--- src/rtl/button_ctrl_n_pkg.sv ---
// button_ctrl_n_pkg: register map, debounce FSM encoding and shared helpers.
package button_ctrl_n_pkg;
    localparam logic [7:0] OFF_STATUS   = 8'h00;
    localparam logic [7:0] OFF_RAW      = 8'h04;
    localparam logic [7:0] OFF_PRESS    = 8'h08;
    localparam logic [7:0] OFF_RELEASE  = 8'h0C;
    localparam logic [7:0] OFF_IRQ_EN   = 8'h10;
    localparam logic [7:0] OFF_DEBOUNCE = 8'h14;

    localparam int IRQ_REL_BIT = 31;

    localparam logic [0:0] ST_STABLE   = 1'b0;
    localparam logic [0:0] ST_COUNTING = 1'b1;

    // Last counter value of a debounce window; a window of 0 behaves as 1.
    function automatic logic [15:0] deb_last(input logic [15:0] deb);
        return (deb == 16'd0) ? 16'd0 : deb - 16'd1;
    endfunction
endpackage

--- src/rtl/btn_debounce_ch.sv ---
// btn_debounce_ch: one button channel -- synchronizer, debounce FSM, counter and edge pulses.
module btn_debounce_ch
    import button_ctrl_n_pkg::*;
(
    input  logic        clk,
    input  logic        reset,
    input  logic        btn_n_i,
    input  logic [15:0] deb_i,
    output logic        raw_o,
    output logic        stable_o,
    output logic        press_o,
    output logic        release_o
);
    logic        meta_q, sync_q, stable_q, stable_d;
    logic [0:0]  state_q, state_d;
    logic [15:0] cnt_q, cnt_d, last;
    logic        diff, toggle;

    always_comb begin
        last     = deb_last(deb_i);
        diff     = sync_q ^ stable_q;
        // counter holds (differing cycles - 1), so its successor is compared; a 1-cycle window toggles straight from STABLE
        toggle   = diff && ((state_q == ST_STABLE) ? (last == 16'd0) : ({1'b0, cnt_q} + 17'd1 >= {1'b0, last}));
        state_d  = (diff && !toggle) ? ST_COUNTING : ST_STABLE;
        cnt_d    = (state_q == ST_COUNTING && diff && !toggle) ? cnt_q + 16'd1 : 16'd0;
        stable_d = stable_q ^ toggle;
    end

    // The pin is inverted on entry so that reset (all zero) means released.
    always_ff @(posedge clk or posedge reset) begin
        if (reset) begin
            meta_q   <= 1'b0;
            sync_q   <= 1'b0;
            state_q  <= ST_STABLE;
            cnt_q    <= 16'd0;
            stable_q <= 1'b0;
        end else begin
            meta_q   <= ~btn_n_i;
            sync_q   <= meta_q;
            state_q  <= state_d;
            cnt_q    <= cnt_d;
            stable_q <= stable_d;
        end
    end

    assign raw_o     = sync_q;
    assign stable_o  = stable_q;
    assign press_o   = toggle & ~stable_q;
    assign release_o = toggle & stable_q;
endmodule

--- src/rtl/button_ctrl_n.sv ---
// button_ctrl_n: debounced multi-button controller with sticky press/release flags, register bus and IRQ.
module button_ctrl_n
    import button_ctrl_n_pkg::*;
#(
    parameter int          NUM_BTN   = 10,
    parameter logic [15:0] DEB_RESET = 16'hFFFF
) (
    input  logic               clk,
    input  logic               reset,
    input  logic [NUM_BTN-1:0] btn_n,
    input  logic               ren,
    input  logic               wen,
    input  logic [7:0]         address,
    input  logic [31:0]        data_in,
    output logic [31:0]        data_out,
    output logic               irq
);
    logic [NUM_BTN-1:0] raw, stable, press_p, release_p;
    logic [NUM_BTN-1:0] press_q, press_d, release_q, release_d, ien_q, ien_d;
    logic               rel_en_q, rel_en_d, irq_q, irq_d;
    logic [15:0]        deb_q, deb_d;
    logic [31:0]        rdata, data_out_q, data_out_d;
    logic [7:0]         addr;
    logic               wr_press, wr_release, wr_ien, wr_deb;
    logic               unused_bits;

    assign unused_bits = ^{address[1:0], data_in};

    generate
        for (genvar i = 0; i < NUM_BTN; i++) begin : g_ch
            btn_debounce_ch u_ch (
                .clk       (clk),
                .reset     (reset),
                .btn_n_i   (btn_n[i]),
                .deb_i     (deb_q),
                .raw_o     (raw[i]),
                .stable_o  (stable[i]),
                .press_o   (press_p[i]),
                .release_o (release_p[i])
            );
        end
    endgenerate

    always_comb begin
        addr = {address[7:2], 2'b00};
        case (addr)
            OFF_STATUS:   rdata = 32'(stable);
            OFF_RAW:      rdata = 32'(raw);
            OFF_PRESS:    rdata = 32'(press_q);
            OFF_RELEASE:  rdata = 32'(release_q);
            OFF_IRQ_EN:   rdata = 32'(ien_q) | (32'(rel_en_q) << IRQ_REL_BIT);
            OFF_DEBOUNCE: rdata = 32'(deb_q);
            default:      rdata = 32'h0;
        endcase
        wr_press   = wen && (addr == OFF_PRESS);
        wr_release = wen && (addr == OFF_RELEASE);
        wr_ien     = wen && (addr == OFF_IRQ_EN);
        wr_deb     = wen && (addr == OFF_DEBOUNCE);
        // set pulses are OR-ed after the clear so a simultaneous event wins
        press_d    = (press_q & ~(wr_press ? data_in[NUM_BTN-1:0] : '0)) | press_p;
        release_d  = (release_q & ~(wr_release ? data_in[NUM_BTN-1:0] : '0)) | release_p;
        ien_d      = wr_ien ? data_in[NUM_BTN-1:0] : ien_q;
        rel_en_d   = wr_ien ? data_in[IRQ_REL_BIT] : rel_en_q;
        deb_d      = wr_deb ? data_in[15:0] : deb_q;
        data_out_d = ren ? rdata : data_out_q;
        irq_d      = |(press_q & ien_q) | (rel_en_q & |release_q);
    end

    always_ff @(posedge clk or posedge reset) begin
        if (reset) begin
            press_q    <= '0;
            release_q  <= '0;
            ien_q      <= '0;
            rel_en_q   <= 1'b0;
            deb_q      <= DEB_RESET;
            data_out_q <= 32'h0;
            irq_q      <= 1'b0;
        end else begin
            press_q    <= press_d;
            release_q  <= release_d;
            ien_q      <= ien_d;
            rel_en_q   <= rel_en_d;
            deb_q      <= deb_d;
            data_out_q <= data_out_d;
            irq_q      <= irq_d;
        end
    end

    assign data_out = data_out_q;
    assign irq      = irq_q;
endmodule

--- config.mk ---
export PLATFORM = sky130hd
export DESIGN_NAME = button_ctrl_n
export DESIGN_NICKNAME = d
export VERILOG_FILES = /design/src/rtl/button_ctrl_n_pkg.sv /design/src/rtl/btn_debounce_ch.sv /design/src/rtl/button_ctrl_n.sv
export SDC_FILE = /design/constraint.sdc
export NUM_CORES = 1
export LEC_CHECK = 0
export CORE_MARGIN = 2
export CORE_UTILIZATION = 35
export CTS_CLUSTER_SIZE = 30
export DETAILED_ROUTE_END_ITERATION = 10
export GPL_TIMING_DRIVEN = 0
export MAX_ROUTING_LAYER = met4
export PLACE_DENSITY_LB_ADDON = 0.3
export SKIP_CTS_REPAIR_TIMING = 1
export SYNTH_ARGS = -nofsm -noshare
export SYNTH_HDL_FRONTEND = slang
export SYNTH_SLANG_ARGS = --single-unit
--- constraint.sdc ---
create_clock -name clk -period 8.6 [get_ports clk]
set_clock_uncertainty 0.2 [all_clocks]
set_input_delay 1.72 -clock clk [delete_from_list [all_inputs] [get_ports clk]]
set_output_delay 1.72 -clock clk [all_outputs]
set_load 0.02 [all_outputs]
==> flow_summary_export.csv, run 1 <==
group,metric,value,unit
run_status,status,"finished, final reports clean",
synthesis,synth_cell_type_count,84,
final_layout,nFillCells,4529,
final_layout,nets,2006,
routing,detail_route.wl_per_cell,18.33,um
die,floorplan.initialDensity,35.46,%
synthesis,ys_async_sr_fraction,100.0,%
pwr,finalPower,0.004188,W
final_layout,layout_commonest_cell,"dfrtp_1",
clock_tree,htreeDepth,1,
min_path,hp-start,"g_ch[2].u_ch.meta_q",
placed_design,place_area,18030,um^2
timing,fin_crit_sh,67.83,%
final_layout,largest_register_ffs,160,
final_layout,utilization,40.97,%
placed_design,hpwlAfterDp,32.37,mm
setup_path,r2r-start,"deb_q[0]",
synthesis,synth_area_leader_cell,"dfrtp_1",
setup_path,crit_type,"reg -> reg",
clock_tree,cts.sinks,265,
timing,slew_violations,0,
timing,setup-tns-final,0,ns
die,io_pins,87,
min_path,worstHoldPathCells,0,
setup_path,timing.rr.end,"g_ch[9].u_ch.cnt_q[13]",
setup_path,crit_path_cell_trace,"clkbuf_1 > inv_1 > ha_1 > or3b_2 > clkbuf_1 > nor2_1 > nand3_1 > nand2_1 > inv_1 > clkbuf_1 > ha_1 > nand3_1 > nor4_1 > a211oi_1 > o31ai_1 > o211ai_1 > a221oi_1 > nor3_1 > nand3_1 > buf_2 > nor2b_1",
global_route,grt_overflow_total,0,
global_route,grt_start_max_net_pins,42,
final_layout,insertedDiodeCount,0,
routing,totalWireLength,44.76,mm
routing,via_count,13060,
timing,worst_slew_pin_slew,1.184,ns
setup_path,cp.arrival,6.13,ns
setup_path,cpPeakStageDelay,0.51,ns
setup_path,required,8.89,ns
synthesis,yosys_most_used_dff,"dfrtp_1",
synthesis,syn_inst,1701,
die,core,46460,um^2
timing,period_needed,5.834,ns
routing,detail_route.iter0.violations,854,
synthesis,yosys_warnings,0,
setup_path,cp-start-kind,"flip-flop",
setup_path,cp-end-kind,"flip-flop",
clock_tree,ctsRootBufferMaster,"clkbuf_16",
final_layout,layout_common_cells,"dfrtp_1, nor2_1, ha_1, nand2_1, xnor2_1",
min_path,hold_end,"g_ch[2].u_ch.raw_o",
routing,first_pass_iters,5,
clock_tree,cts_buffers,30,
clock_tree,clk_path_buf_depth,3,
timing,rsz0062_at_grt,"no",
synthesis,avgSynthCellArea,9.684,um^2
timing,max_freq,0.1714,GHz
setup_path,crit_path_max_fanout,10,
die,die_h,220.9,um
clock_tree,cts_tree,"built",
setup_path,r2r_slack,2.77,ns
die,die_area,48810,um^2
pwr,p_leak,8.624,nW
synthesis,synth_seq_cells,265,
timing,slew_headroom,20.33,%
routing,vias_per_cell,5.350,
global_route,grt_pass1_vias,13170,
timing,setup_viol,0,
pwr,ir_drop,181.0,uV
synthesis,synth_area_leaders,"dfrtp_1, ha_1, xnor2_1, nor2b_1, nor2_1",
die,chipWidth,220.9,um
synthesis,synth_edf_count,0,
synthesis,ys_seq_area_share,40.38,%
global_route,grt_usage,18.81,%
run,drv_cap,0,
min_path,hold_class,"reg -> reg",
placed_design,buffer_ports.inserted,52,
pwr,power.density,220.0,nW/um^2
final_layout,area_growth,15.56,%
synthesis,synth_top_area_share,37.83,%
clock_tree,path_clk_slew,0.06,ns
global_route,grt_first_pass_wirelength,72.02,mm
setup_path,reg2reg_depth,21,
timing,final-hold-violation-count,0,
synthesis,synth_area,16470,um^2
routing,drcViolationCount,0,
final_layout,drive_above_1_share,8.942,%
placed_design,gp_congestion,0.8661,
final_layout,largest_register,"g_ch.u_ch.cnt_q",
routing,ant_nets,0,
die,num_rows,79,
clock_tree,insertion_delay,0.58,ns
final_layout,stdcell_area,19030,um^2
setup_path,slowest_stage,"dfstp_2",
global_route,antenna_found_initial,0,
how the worst max path moves through the flow:
| stage | startpoint | endpoint | cells after the start |
|---|---|---|---|
| floorplan | reset | asynchronous set/reset pin | 1 |
| global placement | reset | g_ch[2].u_ch.cnt_q[9] | 2 |
| detailed placement | deb_q[0] | g_ch[9].u_ch.cnt_q[13] | 21 |
| CTS | deb_q[0] | g_ch[9].u_ch.cnt_q[13] | 21 |
| global route | deb_q[0] | g_ch[9].u_ch.cnt_q[13] | 21 |
| finish | deb_q[0] | g_ch[9].u_ch.cnt_q[13] | 21 |
final cells by class:
class | count | area [um^2] | area share, %
Sequential cell | 265 | 6651 | 34.94
Clock buffer | 46 | 922.1 | 4.845
Tap cell | 607 | 759.5 | 3.990
Inverter | 76 | 289.0 | 1.518
Buffer | 54 | 302.8 | 1.591
Multi-Input combinational cell | 1320 | 9309 | 48.91
Clock inverter | 10 | 80.08 | 0.4207
Timing Repair Buffer | 63 | 720.7 | 3.786
power breakdown:
part | internal [W] | switching [W]
sequential | 0.00138 | 0.000136
clock | 0.000764 | 0.000541
combinational | 0.000498 | 0.000868
total | 0.00264 | 0.00155
per-stage QoR:
stage / hold WS [ns] / worst slack, ns / instances
final: 0.1495 / 2.766 / 2441
after global placement: 0.1322 / 1.138 / 2374
after CTS: 0.1537 / 2.805 / 2441
after detailed placement: 0.1403 / 2.837 / 2385
after global routing: 0.1565 / 2.396 / 2441
after floorplan: 0.1312 / 3.196 / 1715
cell families (layout without fill, tap and decap cells):
kind of cell	Yosys count	after routing	share of synthesized area (%)
adders and majority gates	146	146	11.04
xor gates and xnor gates	163	163	8.667
muxes	70	70	4.618
DFF	265	265	40.38
other	1	15	0.02277
AOI/OAI and AO/OA	227	227	9.829
and+or+nand+nor	699	699	21.88
buffers and inverters	130	249	3.570
critical path, delay by kind of cell, from the launching register on:
kind            cells  cell delay, ns
compound gates      4            0.61
fa+ha+maj           2            0.64
simple gates        9            2.00
buf+inv             6            1.77
flops               1            0.51
cell usage after synthesis, types with 5 or more instances:
cell,number
dfrtp_1,249
nor2_1,158
ha_1,142
nand2_1,138
xnor2_1,98
nor2b_1,97
inv_1,76
nand3_1,66
xor2_1,65
nand4_1,59
and3_1,47
a21oi_1,40
nor3_1,38
mux2i_1,37
o21ai_0,37
mux2_2,30
o22ai_1,21
clkbuf_1,20
buf_4,18
nor4_1,18
dfstp_2,16
a21o_1,14
a32o_1,14
nand2b_1,14
and2_1,12
o21a_1,10
o31ai_1,9
a211oi_1,8
buf_2,8
or4_1,8
a211o_1,7
a221oi_1,7
nand3b_1,7
o211ai_1,7
nor3b_1,6
or3_1,6
a21boi_0,5
buf_1,5
nor2b_2,5
o221ai_1,5
metal layers:
layer / global-route usage, % / up-vias / routed length [um]
met4: 6.300 / 0 / 1343
li1: - / 6259 / -
met5: - / - / 0
met3: 2.802 / 84 / 2550
met2: 29.75 / 370 / 20560
met1: 24.71 / 6346 / 20310
Note: power is estimated with default switching activity, not from simulation.
==> inputs of run 2 (changes only) <==
==> constraint.sdc (replaced) <==
create_clock -name clk -period 5.95 [get_ports clk]
set_clock_uncertainty 0.2 [all_clocks]
set_input_delay 1.19 -clock clk [delete_from_list [all_inputs] [get_ports clk]]
set_output_delay 1.19 -clock clk [all_outputs]
set_load 0.02 [all_outputs]
==> run 2 against run 1 <==
Die area stayed put. Critical path depth decreased by 5. Sequential power increased by 44%. Routed wire length barely moved. Register-to-register slack got worse by 2.5 ns. Combinational power increased by 45%. Setup slack worse by 2.5 ns. Sequential share of layout area about the same. Clock power up 44%. Core utilization about the same. Maximum frequency increased by 2.5%. Critical endpoint is now g_ch[6].u_ch.cnt_q[13]. Largest power group unchanged. Highest routed layer unchanged.
==> flow_summary_export.csv, run 2 (synthesis gave the netlist of run 1 again) <==
group,metric,value,unit
setup_path,timing.rr.end,"g_ch[6].u_ch.cnt_q[13]",
setup_path,required,6.26,ns
clock_tree,ctsRootBufferMaster,"clkbuf_16",
setup_path,cp-end-kind,"flip-flop",
setup_path,crit_type,"reg -> reg",
pwr,comb_power_share,32.7,%
die,floorplan.initialDensity,35.46,%
routing,vias_per_cell,5.342,
die,core,46460,um^2
clock_tree,htreeDepth,1,
timing,period_needed,5.692,ns
setup_path,r2r-start,"deb_q[8]",
run_status,status,"finished, final reports clean",
die,io_pins,87,
routing,detail_route.iter0.violations,873,
setup_path,r2r_slack,0.26,ns
pwr,p_sw_share,36.86,%
routing,totalWireLength,44.74,mm
final_layout,layout_common_cells,"dfrtp_1, nor2_1, ha_1, nand2_1, xnor2_1",
die,chipWidth,220.9,um
setup_path,cp.arrival,6.00,ns
final_layout,stdcell_area,19040,um^2
run,drv_cap,0,
setup_path,cp_num_buf_inv,1,
die,die_area,48810,um^2
pwr,p_switching,0.002230,W
final_layout,drive_above_1_share,9.056,%
clock_tree,cts_tree,"built",
routing,detail_route.wl_per_cell,18.34,um
pwr,power.density,317.8,nW/um^2
pwr,ir_drop,262.1,uV
timing,max_freq,0.1757,GHz
placed_design,preCtsSetupSlack,0.1871,ns
timing,rsz0062_at_grt,"no",
timing,worst_slew_pin_slew,1.170,ns
global_route,grt_pass1_vias,13170,
die,num_rows,79,
placed_design,gp_congestion,0.8661,
placed_design,place_area,18030,um^2
global_route,grt_overflow_total,0,
min_path,worstHoldPathCells,0,
global_route,antenna_found_initial,0,
global_route,grt_start_max_net_pins,42,
setup_path,path_delay_family,"simple AND/OR/NAND/NOR gates",
final_layout,layout_commonest_cell,"dfrtp_1",
die,die_h,220.9,um
min_path,hold_class,"reg -> reg",
pwr,cell_internal_pwr,0.003820,W
clock_tree,cts.sinks,265,
setup_path,crit_path_max_fanout,10,
clock_tree,path_clk_slew,0.06,ns
routing,first_pass_iters,5,
final_layout,area_growth,15.56,%
final_layout,nFillCells,4531,
min_path,hp-start,"g_ch[2].u_ch.meta_q",
pwr,p_leak,8.622,nW
global_route,grt_usage,18.81,%
final_layout,nets,2005,
routing,via_count,13030,
clock_tree,clk_path_buf_depth,3,
global_route,grt_first_pass_wirelength,72.02,mm
setup_path,cp-start-kind,"flip-flop",
min_path,hold_end,"g_ch[2].u_ch.raw_o",
placed_design,hpwlAfterDp,32.37,mm
placed_design,buffer_ports.inserted,52,
timing,setup_viol,0,
timing,fin_crit_sh,95.66,%
final_layout,largest_register,"g_ch.u_ch.cnt_q",
setup_path,crit_path_cell_trace,"or4_1 > or3_1 > nor2_1 > nand2_1 > nand2_1 > ha_1 > nand4_1 > or2_2 > nor2_1 > o41a_1 > o31ai_1 > a21o_1 > a22oi_1 > or3_1 > buf_2 > nor2b_1",
setup_path,reg2reg_depth,16,
pwr,clock_power_share,31.1,%
setup_path,cpPeakStageDelay,0.84,ns
timing,final-hold-violation-count,0,
final_layout,largest_register_ffs,160,
timing,fin_ws,0.2583,ns
routing,drcViolationCount,0,
pwr,p_seq_share,36.2,%
clock_tree,cts_buffers,30,
timing,slew_headroom,21.29,%
final_layout,insertedDiodeCount,0,
routing,ant_nets,0,
timing,slew_violations,0,
setup_path,slowest_stage,"nand2_1",
clock_tree,insertion_delay,0.58,ns
[run 2: metrics by stage]
stage | utilization, % | total power [W] | TNS, ns | instances | hold slack, ns
floorplan | - | 0.003431 | 0 | 1715 | 0.1312
global placement | 38.33 | 0.004063 | -264.56 | 2374 | 0.1322
finish | 40.98 | 0.006050 | 0 | 2440 | 0.1493
detailed placement | 38.82 | 0.004169 | 0 | 2385 | 0.1403
CTS | 40.97 | 0.006080 | 0 | 2441 | 0.1537
global route | 40.98 | 0.006405 | 0 | 2440 | 0.1565
[run 2: metal layers]
metal	up-vias	GRT usage [%]	routed length, um
met2	351	29.75	20650
met4	0	6.300	1264
met5	-	-	0
met1	6349	24.71	20260
li1	6254	-	-
met3	80	2.802	2572
[run 2: how the worst max path moves through the flow]
stage                   from                         end  slack [ns]  depth (start not counted)
floorplan              reset  asynchronous set/reset pin        1.08                          1
global placement       reset       g_ch[2].u_ch.cnt_q[9]       -0.98                          2
detailed placement  deb_q[0]      g_ch[9].u_ch.cnt_q[13]        0.19                         21
CTS                 deb_q[0]      g_ch[9].u_ch.cnt_q[13]        0.16                         21
global route        deb_q[0]      g_ch[7].u_ch.cnt_q[13]        0.06                         19
finish              deb_q[8]      g_ch[6].u_ch.cnt_q[13]        0.26                         16
[run 2: cell type report]
type,instances,area [um^2],area share [%]
multi-input cells,1320,9314,48.93
flip-flops and latches,265,6651,34.94
clock buffers,46,922.1,4.844
well taps,607,759.5,3.990
repair buffers,63,720.7,3.786
plain buffers,53,299.0,1.571
inverters,76,289.0,1.518
clock inverters,10,80.08,0.4207
[run 2: worst reg2reg max path, delay by kind of cell (launching register included)]
kind	cells	cell delay, ns
simple gates	10	3.45
buf+inv	1	0.26
compound gates	4	0.88
flops	1	0.42
fa+ha+maj	1	0.40
[run 2: power groups by stage]
stage	sequential, W	combinational [W]	clock [W]
2_1_floorplan	0.00216	0.00127	0
3_3_place_gp	0.00222	0.00185	0
3_5_place_dp	0.00222	0.00195	0
4_1_cts	0.00219	0.00196	0.00193
5_1_grt	0.00222	0.00218	0.00201
6_report	0.00219	0.00198	0.00188
